### src/rtl/store_unit_pkg.sv
// Shared types for the store path: sizes, FSM states, funct3 codes
// and the S-type instruction view used by store_unit.
package store_unit_pkg;

  typedef enum logic [1:0] {
    SZ_B,
    SZ_H,
    SZ_W,
    SZ_D
  } store_size_e;

  typedef enum logic [2:0] {
    IDLE,
    LO_REQ,
    LO_RSP,
    HI_REQ,
    HI_RSP,
    DONE
  } store_state_e;

  localparam logic [2:0] F3_SB = 3'd0;
  localparam logic [2:0] F3_SH = 3'd1;
  localparam logic [2:0] F3_SW = 3'd2;
  localparam logic [2:0] F3_SD = 3'd3;

  typedef struct packed {
    logic [6:0] imm_hi;
    logic [4:0] rs2;
    logic [4:0] rs1;
    logic [2:0] funct3;
    logic [4:0] imm_lo;
    logic [6:0] opcode;
  } s_type_t;

  typedef union packed {
    logic [31:0] raw;
    s_type_t     S;
  } instr_t;

  function automatic logic [7:0] size_mask(
    input store_size_e sz
  );
    case (sz)
      SZ_B:    return 8'h01;
      SZ_H:    return 8'h03;
      SZ_W:    return 8'h0F;
      default: return 8'hFF;
    endcase
  endfunction

endpackage

### src/rtl/store_unit_aligner.sv
// Combinational lane aligner: places store bytes on a double-width
// lane window, then splits it into the lo and hi bus beats.
module store_aligner
  import store_unit_pkg::*;
#(
  parameter int DWIDTH = 32,
  localparam int NB = DWIDTH / 8,
  localparam int OW = $clog2(NB)
) (
  input  logic [2:0]        i_funct3,
  input  logic [OW-1:0]     i_off,
  input  logic [DWIDTH-1:0] i_data,
  output logic [NB-1:0]     o_lo_be,
  output logic [NB-1:0]     o_hi_be,
  output logic [DWIDTH-1:0] o_lo_wdata,
  output logic [DWIDTH-1:0] o_hi_wdata,
  output logic              o_need_hi,
  output logic              o_illegal
);

  logic [NB-1:0]       w_mask;
  logic [2*NB-1:0]     w_ext_be;
  logic [2*DWIDTH-1:0] w_ext_data;

  always_comb begin
    w_mask    = '0;
    o_illegal = 1'b0;
    case (i_funct3)
      F3_SB: w_mask = NB'(size_mask(SZ_B));
      F3_SH: w_mask = NB'(size_mask(SZ_H));
      F3_SW: w_mask = NB'(size_mask(SZ_W));
      F3_SD: begin
        if (DWIDTH == 64) w_mask = NB'(size_mask(SZ_D));
        else              o_illegal = 1'b1;
      end
      default: o_illegal = 1'b1;
    endcase

    w_ext_be   = {{NB{1'b0}}, w_mask} << i_off;
    w_ext_data = {{DWIDTH{1'b0}}, i_data} << {i_off, 3'b000};
    // Bytes beyond the store size are don't-care; drive them as 0.
    for (int b = 0; b < 2*NB; b++) begin
      if (!w_ext_be[b]) w_ext_data[8*b +: 8] = 8'h00;
    end

    o_lo_be    = w_ext_be[NB-1:0];
    o_hi_be    = w_ext_be[2*NB-1:NB];
    o_lo_wdata = w_ext_data[DWIDTH-1:0];
    o_hi_wdata = w_ext_data[2*DWIDTH-1:DWIDTH];
    o_need_hi  = |o_hi_be;
  end

endmodule

### src/rtl/store_unit.sv
// MEM-stage store unit: accepts one store, aligns it, and drives up to
// two req/gnt + rvalid beats to data memory before pulsing st_done.
module store_unit
  import store_unit_pkg::*;
#(
  parameter int DWIDTH         = 32,
  parameter int AWIDTH         = 32,
  parameter bit MISALIGN_SPLIT = 1'b1
) (
  input  logic                clk,
  input  logic                rst_n,
  input  logic                st_valid,
  output logic                st_ready,
  input  instr_t              instr,
  input  logic [AWIDTH-1:0]   st_addr,
  input  logic [DWIDTH-1:0]   st_data,
  output logic                st_done,
  output logic                st_err,
  output logic                mem_req,
  input  logic                mem_gnt,
  output logic [AWIDTH-1:0]   mem_addr,
  output logic                mem_we,
  output logic [DWIDTH/8-1:0] mem_be,
  output logic [DWIDTH-1:0]   mem_wdata,
  input  logic                mem_rvalid,
  input  logic                mem_err
);

  localparam int NB = DWIDTH / 8;
  localparam int OW = $clog2(NB);

  if (DWIDTH != 32 && DWIDTH != 64) begin : g_bad_dwidth
    $error("store_unit: DWIDTH must be 32 or 64");
  end

  store_state_e      r_state;
  logic              r_ready;
  logic              r_done;
  logic              r_err;
  logic              r_req;
  logic [AWIDTH-1:0] r_addr;
  logic [NB-1:0]     r_be;
  logic [DWIDTH-1:0] r_wdata;
  logic [NB-1:0]     r_hi_be;
  logic [DWIDTH-1:0] r_hi_wdata;
  logic              r_need_hi;

  logic [NB-1:0]     w_lo_be;
  logic [NB-1:0]     w_hi_be;
  logic [DWIDTH-1:0] w_lo_wdata;
  logic [DWIDTH-1:0] w_hi_wdata;
  logic              w_need_hi;
  logic              w_illegal;
  logic              w_reject;
  logic [AWIDTH-1:0] w_base;
  logic              w_unused;

  store_aligner #(.DWIDTH(DWIDTH)) u_align (
    .i_funct3   (instr.S.funct3),
    .i_off      (st_addr[OW-1:0]),
    .i_data     (st_data),
    .o_lo_be    (w_lo_be),
    .o_hi_be    (w_hi_be),
    .o_lo_wdata (w_lo_wdata),
    .o_hi_wdata (w_hi_wdata),
    .o_need_hi  (w_need_hi),
    .o_illegal  (w_illegal)
  );

  assign w_unused = ^{instr.S.imm_hi, instr.S.rs2, instr.S.rs1,
                      instr.S.imm_lo, instr.S.opcode};
  assign w_base   = {st_addr[AWIDTH-1:OW], {OW{1'b0}}};
  assign w_reject = w_illegal || (w_need_hi && !MISALIGN_SPLIT);

  always_ff @(posedge clk or negedge rst_n) begin
    if (!rst_n) begin
      r_state    <= IDLE;
      r_ready    <= 1'b1;
      r_done     <= 1'b0;
      r_err      <= 1'b0;
      r_req      <= 1'b0;
      r_addr     <= '0;
      r_be       <= '0;
      r_wdata    <= '0;
      r_hi_be    <= '0;
      r_hi_wdata <= '0;
      r_need_hi  <= 1'b0;
    end else begin
      r_done <= 1'b0;
      r_err  <= 1'b0;
      unique case (r_state)
        IDLE: begin
          if (st_valid) begin
            r_ready <= 1'b0;
            if (w_reject) begin
              r_state <= DONE;
              r_done  <= 1'b1;
              r_err   <= 1'b1;
            end else begin
              r_state    <= LO_REQ;
              r_req      <= 1'b1;
              r_addr     <= w_base;
              r_be       <= w_lo_be;
              r_wdata    <= w_lo_wdata;
              r_hi_be    <= w_hi_be;
              r_hi_wdata <= w_hi_wdata;
              r_need_hi  <= w_need_hi;
            end
          end
        end
        LO_REQ: begin
          if (mem_gnt) begin
            r_req   <= 1'b0;
            r_state <= LO_RSP;
          end
        end
        LO_RSP: begin
          if (mem_rvalid) begin
            // A failed lo beat aborts the store; the hi beat never goes out.
            if (!mem_err && r_need_hi) begin
              r_state <= HI_REQ;
              r_req   <= 1'b1;
              r_addr  <= r_addr + AWIDTH'(NB);
              r_be    <= r_hi_be;
              r_wdata <= r_hi_wdata;
            end else begin
              r_state <= DONE;
              r_done  <= 1'b1;
              r_err   <= mem_err;
            end
          end
        end
        HI_REQ: begin
          if (mem_gnt) begin
            r_req   <= 1'b0;
            r_state <= HI_RSP;
          end
        end
        HI_RSP: begin
          if (mem_rvalid) begin
            r_state <= DONE;
            r_done  <= 1'b1;
            r_err   <= mem_err;
          end
        end
        DONE: begin
          r_state <= IDLE;
          r_ready <= 1'b1;
        end
        default: begin
          r_state <= IDLE;
          r_ready <= 1'b1;
          r_req   <= 1'b0;
        end
      endcase
    end
  end

  assign st_ready  = r_ready;
  assign st_done   = r_done;
  assign st_err    = r_err;
  assign mem_req   = r_req;
  assign mem_we    = r_req;
  assign mem_addr  = r_addr;
  assign mem_be    = r_be;
  assign mem_wdata = r_wdata;

endmodule

### config.mk
export PLATFORM = sky130hd
export DESIGN_NAME = store_unit
export DESIGN_NICKNAME = d
export VERILOG_FILES = /design/src/rtl/store_unit_pkg.sv /design/src/rtl/store_unit_aligner.sv /design/src/rtl/store_unit.sv
export SDC_FILE = /design/constraint.sdc
export NUM_CORES = 1
export LEC_CHECK = 0
export CELL_PAD_IN_SITES_DETAIL_PLACEMENT = 0
export CELL_PAD_IN_SITES_GLOBAL_PLACEMENT = 1
export CORE_AREA = 2 2 151 153
export CTS_BUF_LIST = sky130_fd_sc_hd__clkbuf_4 sky130_fd_sc_hd__clkbuf_8
export DETAILED_ROUTE_END_ITERATION = 8
export DIE_AREA = 0 0 153 155
export PLACE_DENSITY_LB_ADDON = 0.08
export SLEW_MARGIN = 20
export SYNTH_ARGS = -nofsm -noshare
export SYNTH_HDL_FRONTEND = slang
export SYNTH_SLANG_ARGS = --single-unit
### constraint.sdc
create_clock -name clk -period 2.2 [get_ports clk]
set_clock_uncertainty 0.2 [all_clocks]
set_input_delay 0.33 -clock clk [delete_from_list [all_inputs] [get_ports clk]]
set_output_delay 0.33 -clock clk [all_outputs]
set_load 0.05 [all_outputs]
==> run_summary.xml <==
<?xml version="1.0" encoding="UTF-8"?>
<metrics>
  <group name="global_routing">
    <metric name="grt_util_all_layers" unit="%">16.72</metric>
    <metric name="grt_pass1_vias" unit="">5255</metric>
    <metric name="grt_first_pass_wirelength" unit="µm">31150</metric>
    <metric name="grt_overflow" unit="">0</metric>
    <metric name="antenna_found_initial" unit="">0</metric>
    <metric name="largest_net_degree_at_the_start_of_global_routing" unit="">64</metric>
  </group>
  <group name="outcome">
    <metric name="run_status" unit="">completed</metric>
  </group>
  <group name="synthesis">
    <metric name="synth_compound_gate_area_share" unit="%">25.70</metric>
    <metric name="adder_and_majority_gate_portion_of_the_synthesized_area" unit="%">0.2309</metric>
    <metric name="yosysTopAreaCell" unit="">dfrtp_1</metric>
    <metric name="most_frequent_cell_after_synthesis" unit="">dfrtp_1</metric>
    <metric name="postSynthCellCount" unit="">584</metric>
    <metric name="synth_top_family_by_area" unit="">compound AO/OA/AOI/OAI gates</metric>
    <metric name="synth_area" unit="mm²">0.005419</metric>
    <metric name="async_set_reset_flop_share_out_of_synthesis" unit="%">100.0</metric>
    <metric name="synthesis.area_per_instance" unit="µm²">9.279</metric>
    <metric name="synthTopCellsByCount" unit="">dfrtp_1, nor2_1, nand2_1</metric>
    <metric name="post_synth_mux_area_share" unit="%">5.149</metric>
    <metric name="netlist_top_cells_area" unit="">dfrtp_1, a22o_1, nor2_1</metric>
    <metric name="synth_xor_xnor_area_share" unit="%">0.1616</metric>
    <metric name="synth_top_area_share" unit="%">46.18</metric>
    <metric name="ys_ff_latch" unit="">101</metric>
    <metric name="yosys_warns" unit="">0</metric>
    <metric name="synth-main-ff-cell" unit="">dfrtp_1</metric>
    <metric name="number_of_enable_flip_flop_cells_after_synthesis" unit="">0</metric>
    <metric name="ys_seq_area_share" unit="%">46.66</metric>
    <metric name="synthDistinctLibCells" unit="">62</metric>
    <metric name="synth_simple_gate_area_share" unit="%">18.06</metric>
  </group>
  <group name="power">
    <metric name="combinationalPowerShare" unit="%">55.7</metric>
    <metric name="finalPower" unit="µW">10230</metric>
    <metric name="netSwitchingFraction" unit="%">50.03</metric>
    <metric name="power.internal" unit="µW">5110</metric>
    <metric name="ir_worst_vdd" unit="mV">0.6474</metric>
    <metric name="p_leak" unit="µW">0.003300</metric>
    <metric name="power.clock.fraction" unit="%">11.1</metric>
    <metric name="p_sw" unit="µW">5115</metric>
    <metric name="powerDensity" unit="mW/mm²">1307</metric>
    <metric name="seq_power_share" unit="%">33.2</metric>
  </group>
  <group name="clock_tree">
    <metric name="post-cts-setup-buffer-count" unit="">0</metric>
    <metric name="clk_path_buf_depth" unit="">2</metric>
    <metric name="clk_latency" unit="ps">380</metric>
    <metric name="cts-root-buf" unit="">clkbuf_8</metric>
    <metric name="htree_levels" unit="">3</metric>
    <metric name="cts_tree" unit="">done</metric>
    <metric name="total_clock_buffers_created_by_cts" unit="">9</metric>
    <metric name="clk_pin_slew_worst_paths" unit="ps">100</metric>
    <metric name="cts.sink_count" unit="">101</metric>
  </group>
  <group name="die">
    <metric name="initial_core_util" unit="%">24.38</metric>
    <metric name="x_dimension_of_the_die" unit="µm">153</metric>
    <metric name="floorplan.die.height" unit="µm">155</metric>
    <metric name="rows" unit="">55</metric>
    <metric name="die-area" unit="mm²">0.02372</metric>
    <metric name="io_pins" unit="">175</metric>
    <metric name="floorplan.core_area" unit="mm²">0.02223</metric>
  </group>
  <group name="layout">
    <metric name="area.growth.synth_to_final" unit="%">44.35</metric>
    <metric name="final_layout_size_suffix_gt1_share" unit="%">20.96</metric>
    <metric name="utilization" unit="%">35.19</metric>
    <metric name="design.final.nets" unit="">867</metric>
  </group>
  <group name="routing">
    <metric name="viasPerCell" unit="">5.028</metric>
    <metric name="wl_per_cell" unit="µm">18.82</metric>
    <metric name="firstDrtPassIters" unit="">8</metric>
    <metric name="finalWirelength" unit="µm">19840</metric>
    <metric name="routed-via-count" unit="">5299</metric>
    <metric name="detailedRoute.firstIterationViolations" unit="">295</metric>
    <metric name="ant_nets" unit="">0</metric>
    <metric name="drc" unit="">0</metric>
  </group>
  <group name="timing">
    <metric name="setup_viol" unit="">0</metric>
    <metric name="worst_slack" unit="ps">52.79</metric>
    <metric name="timing.final.crit_share" unit="%">97.60</metric>
    <metric name="final_hold_violations" unit="">0</metric>
    <metric name="tightest_slew" unit="ps">647.4</metric>
    <metric name="rsz_0062_raised_after_global_routing" unit="">no</metric>
    <metric name="timing.max_slew.rel_slack" unit="%">56.75</metric>
    <metric name="timing.final.crit_period" unit="ps">2147</metric>
    <metric name="timing.fmax" unit="MHz">465.7</metric>
    <metric name="drv_slew" unit="">0</metric>
  </group>
  <group name="worst_setup_path">
    <metric name="critical-path-slowest-cell" unit="">clkdlybuf4s50_1</metric>
    <metric name="worst-endpoint-arrival" unit="ps">1620</metric>
    <metric name="worstPathRequired" unit="ps">1670</metric>
    <metric name="criticalPathCategory" unit="">flop to output pin</metric>
    <metric name="worst-path-buf-inv" unit="">1</metric>
    <metric name="worstSetupEndpointType" unit="">output pin</metric>
    <metric name="cpLargestDelayFamily" unit="">buffers and inverters</metric>
    <metric name="cp_max_fo" unit="">6</metric>
    <metric name="timing.critical_path.from_type" unit="">flop</metric>
    <metric name="slowest_delay" unit="ps">820</metric>
    <metric name="critical_path.cell_chain" unit="">clkdlybuf4s50_1</metric>
  </group>
  <group name="placed_design">
    <metric name="place_ws" unit="ps">-208.3</metric>
    <metric name="numPortBuffers" unit="">143</metric>
    <metric name="hpwl_reported_at_the_end_of_detailed_placement" unit="µm">14750</metric>
    <metric name="routabilityCongestion" unit="">0.8559</metric>
  </group>
  <group name="run">
    <metric name="drv_cap" unit="">0</metric>
  </group>
  <group name="hold_path">
    <metric name="worst_hold_path_type" unit="">primary input to async pin</metric>
  </group>
</metrics>
-- worst paths after layout --
kind	start	endpoint	slack, ps	depth (start not counted)
setup / recovery	mem_addr[5]	mem_addr[5]	50	1
min in group clk	r_hi_be[1]	r_hi_be[1]	280	2
hold reg to reg	r_hi_be[1]	r_hi_be[1]	280	2
hold / removal	rst_n	mem_addr[8]	210	2
max in group asynchronous	rst_n	r_hi_wdata[7]	900	3
setup reg to reg	mem_addr[2]	mem_addr[16]	100	5
-- logic make-up after synthesis --
logic type | after synthesis
xor gates and xnor gates | 1
muxes | 26
and+or+nand+nor | 205
DFF | 101
AOI/OAI and AO/OA | 200
buffers and inverters | 49
other | 1
adders and majority gates | 1
-- cell type report --
class | instances | area [µm²]
fill | 2317 | 14410
clock buffer | 10 | 137.6
clock inverter | 5 | 36.28
sequential | 101 | 2552
timing repair buffer | 211 | 1971
antenna | 1 | 2.502
tap | 285 | 356.6
multi-input combinational | 435 | 2744
inverter | 6 | 22.52
-- flip-flops by register name, summed over array words and instances, names as in the netlist --
| signal | cells |
|---|---|
| r_hi_be | 3 |
| mem_wdata | 32 |
| mem_be | 4 |
| st_err | 1 |
| st_ready | 1 |
| mem_addr | 30 |
| r_hi_wdata | 24 |
| mem_req | 1 |
| r_need_hi | 1 |
| st_done | 1 |
| r_state | 3 |
-- power by group through the flow --
stage	registers [µW]	clock network, µW	logic, µW
after global routing	3520	1270	6070
final	3390	1140	5700
after CTS	3400	1200	5750
after global placement	3420	0	5750
after floorplan	5370	0	1600
after detailed placement	3440	0	5800
-- through the flow --
step	setup TNS [ps]	std cells	hold WS [ps]	instance area [µm²]
after detailed placement	-9670	1037	82.11	7609
final	0	1054	207.7	7823
after global placement	-8549	1037	67.88	7609
after CTS	0	1053	189.4	7784
after floorplan	0	585	-165.6	5469
after global routing	0	1053	229.3	7820
-- cells in the final DEF, fill, tap and decap left out, types with 4 or more instances in the layout --
| master | count |
|---|---|
| nand3_1 | 11 |
| a221oi_1 | 16 |
| and3_1 | 6 |
| clkdlybuf4s50_1 | 106 |
| o21ai_0 | 44 |
| nor4_2 | 4 |
| nand4_1 | 5 |
| a21oi_1 | 30 |
| a22oi_1 | 8 |
| a21o_1 | 7 |
| dfrtp_1 | 81 |
| clkbuf_8 | 10 |
| dlymetal6s2s_1 | 6 |
| o22ai_1 | 11 |
| inv_1 | 6 |
| dfrtp_2 | 19 |
| a41oi_1 | 4 |
| nor3_1 | 9 |
| nand2_1 | 58 |
| buf_12 | 6 |
| mux2_2 | 15 |
| nor2b_1 | 4 |
| buf_4 | 81 |
| a311oi_1 | 4 |
| mux2i_1 | 11 |
| a211oi_1 | 7 |
| dlygate4sd2_1 | 11 |
| nor2_1 | 80 |
| a22o_1 | 36 |
| o21ai_1 | 10 |
-- worst reg2reg max path: cells and delay by family (launching register included) --
family          cells  cell delay (ps)
compound gates      1              230
fa+ha+maj           1              180
flops               1              460
simple gates        3              950
-- routing by layer --
layer / GRT usage (%) / vias to the layer above / wire (µm)
li1: - / 2533 / -
met1: 25.22 / 2617 / 10080
met2: 24.98 / 134 / 8754
met3: 2.173 / 15 / 751
met4: 4.762 / 0 / 249
met5: 0 / - / 0
-- repair_timing --
item                                    in CTS  in global routing
hold buffers                                 1                  0
endpoints found under the setup margin      13                 19
hold endpoints to repair                    21                  0
gates resized for setup                     12                 12
Power figures use the tool's default switching activity.
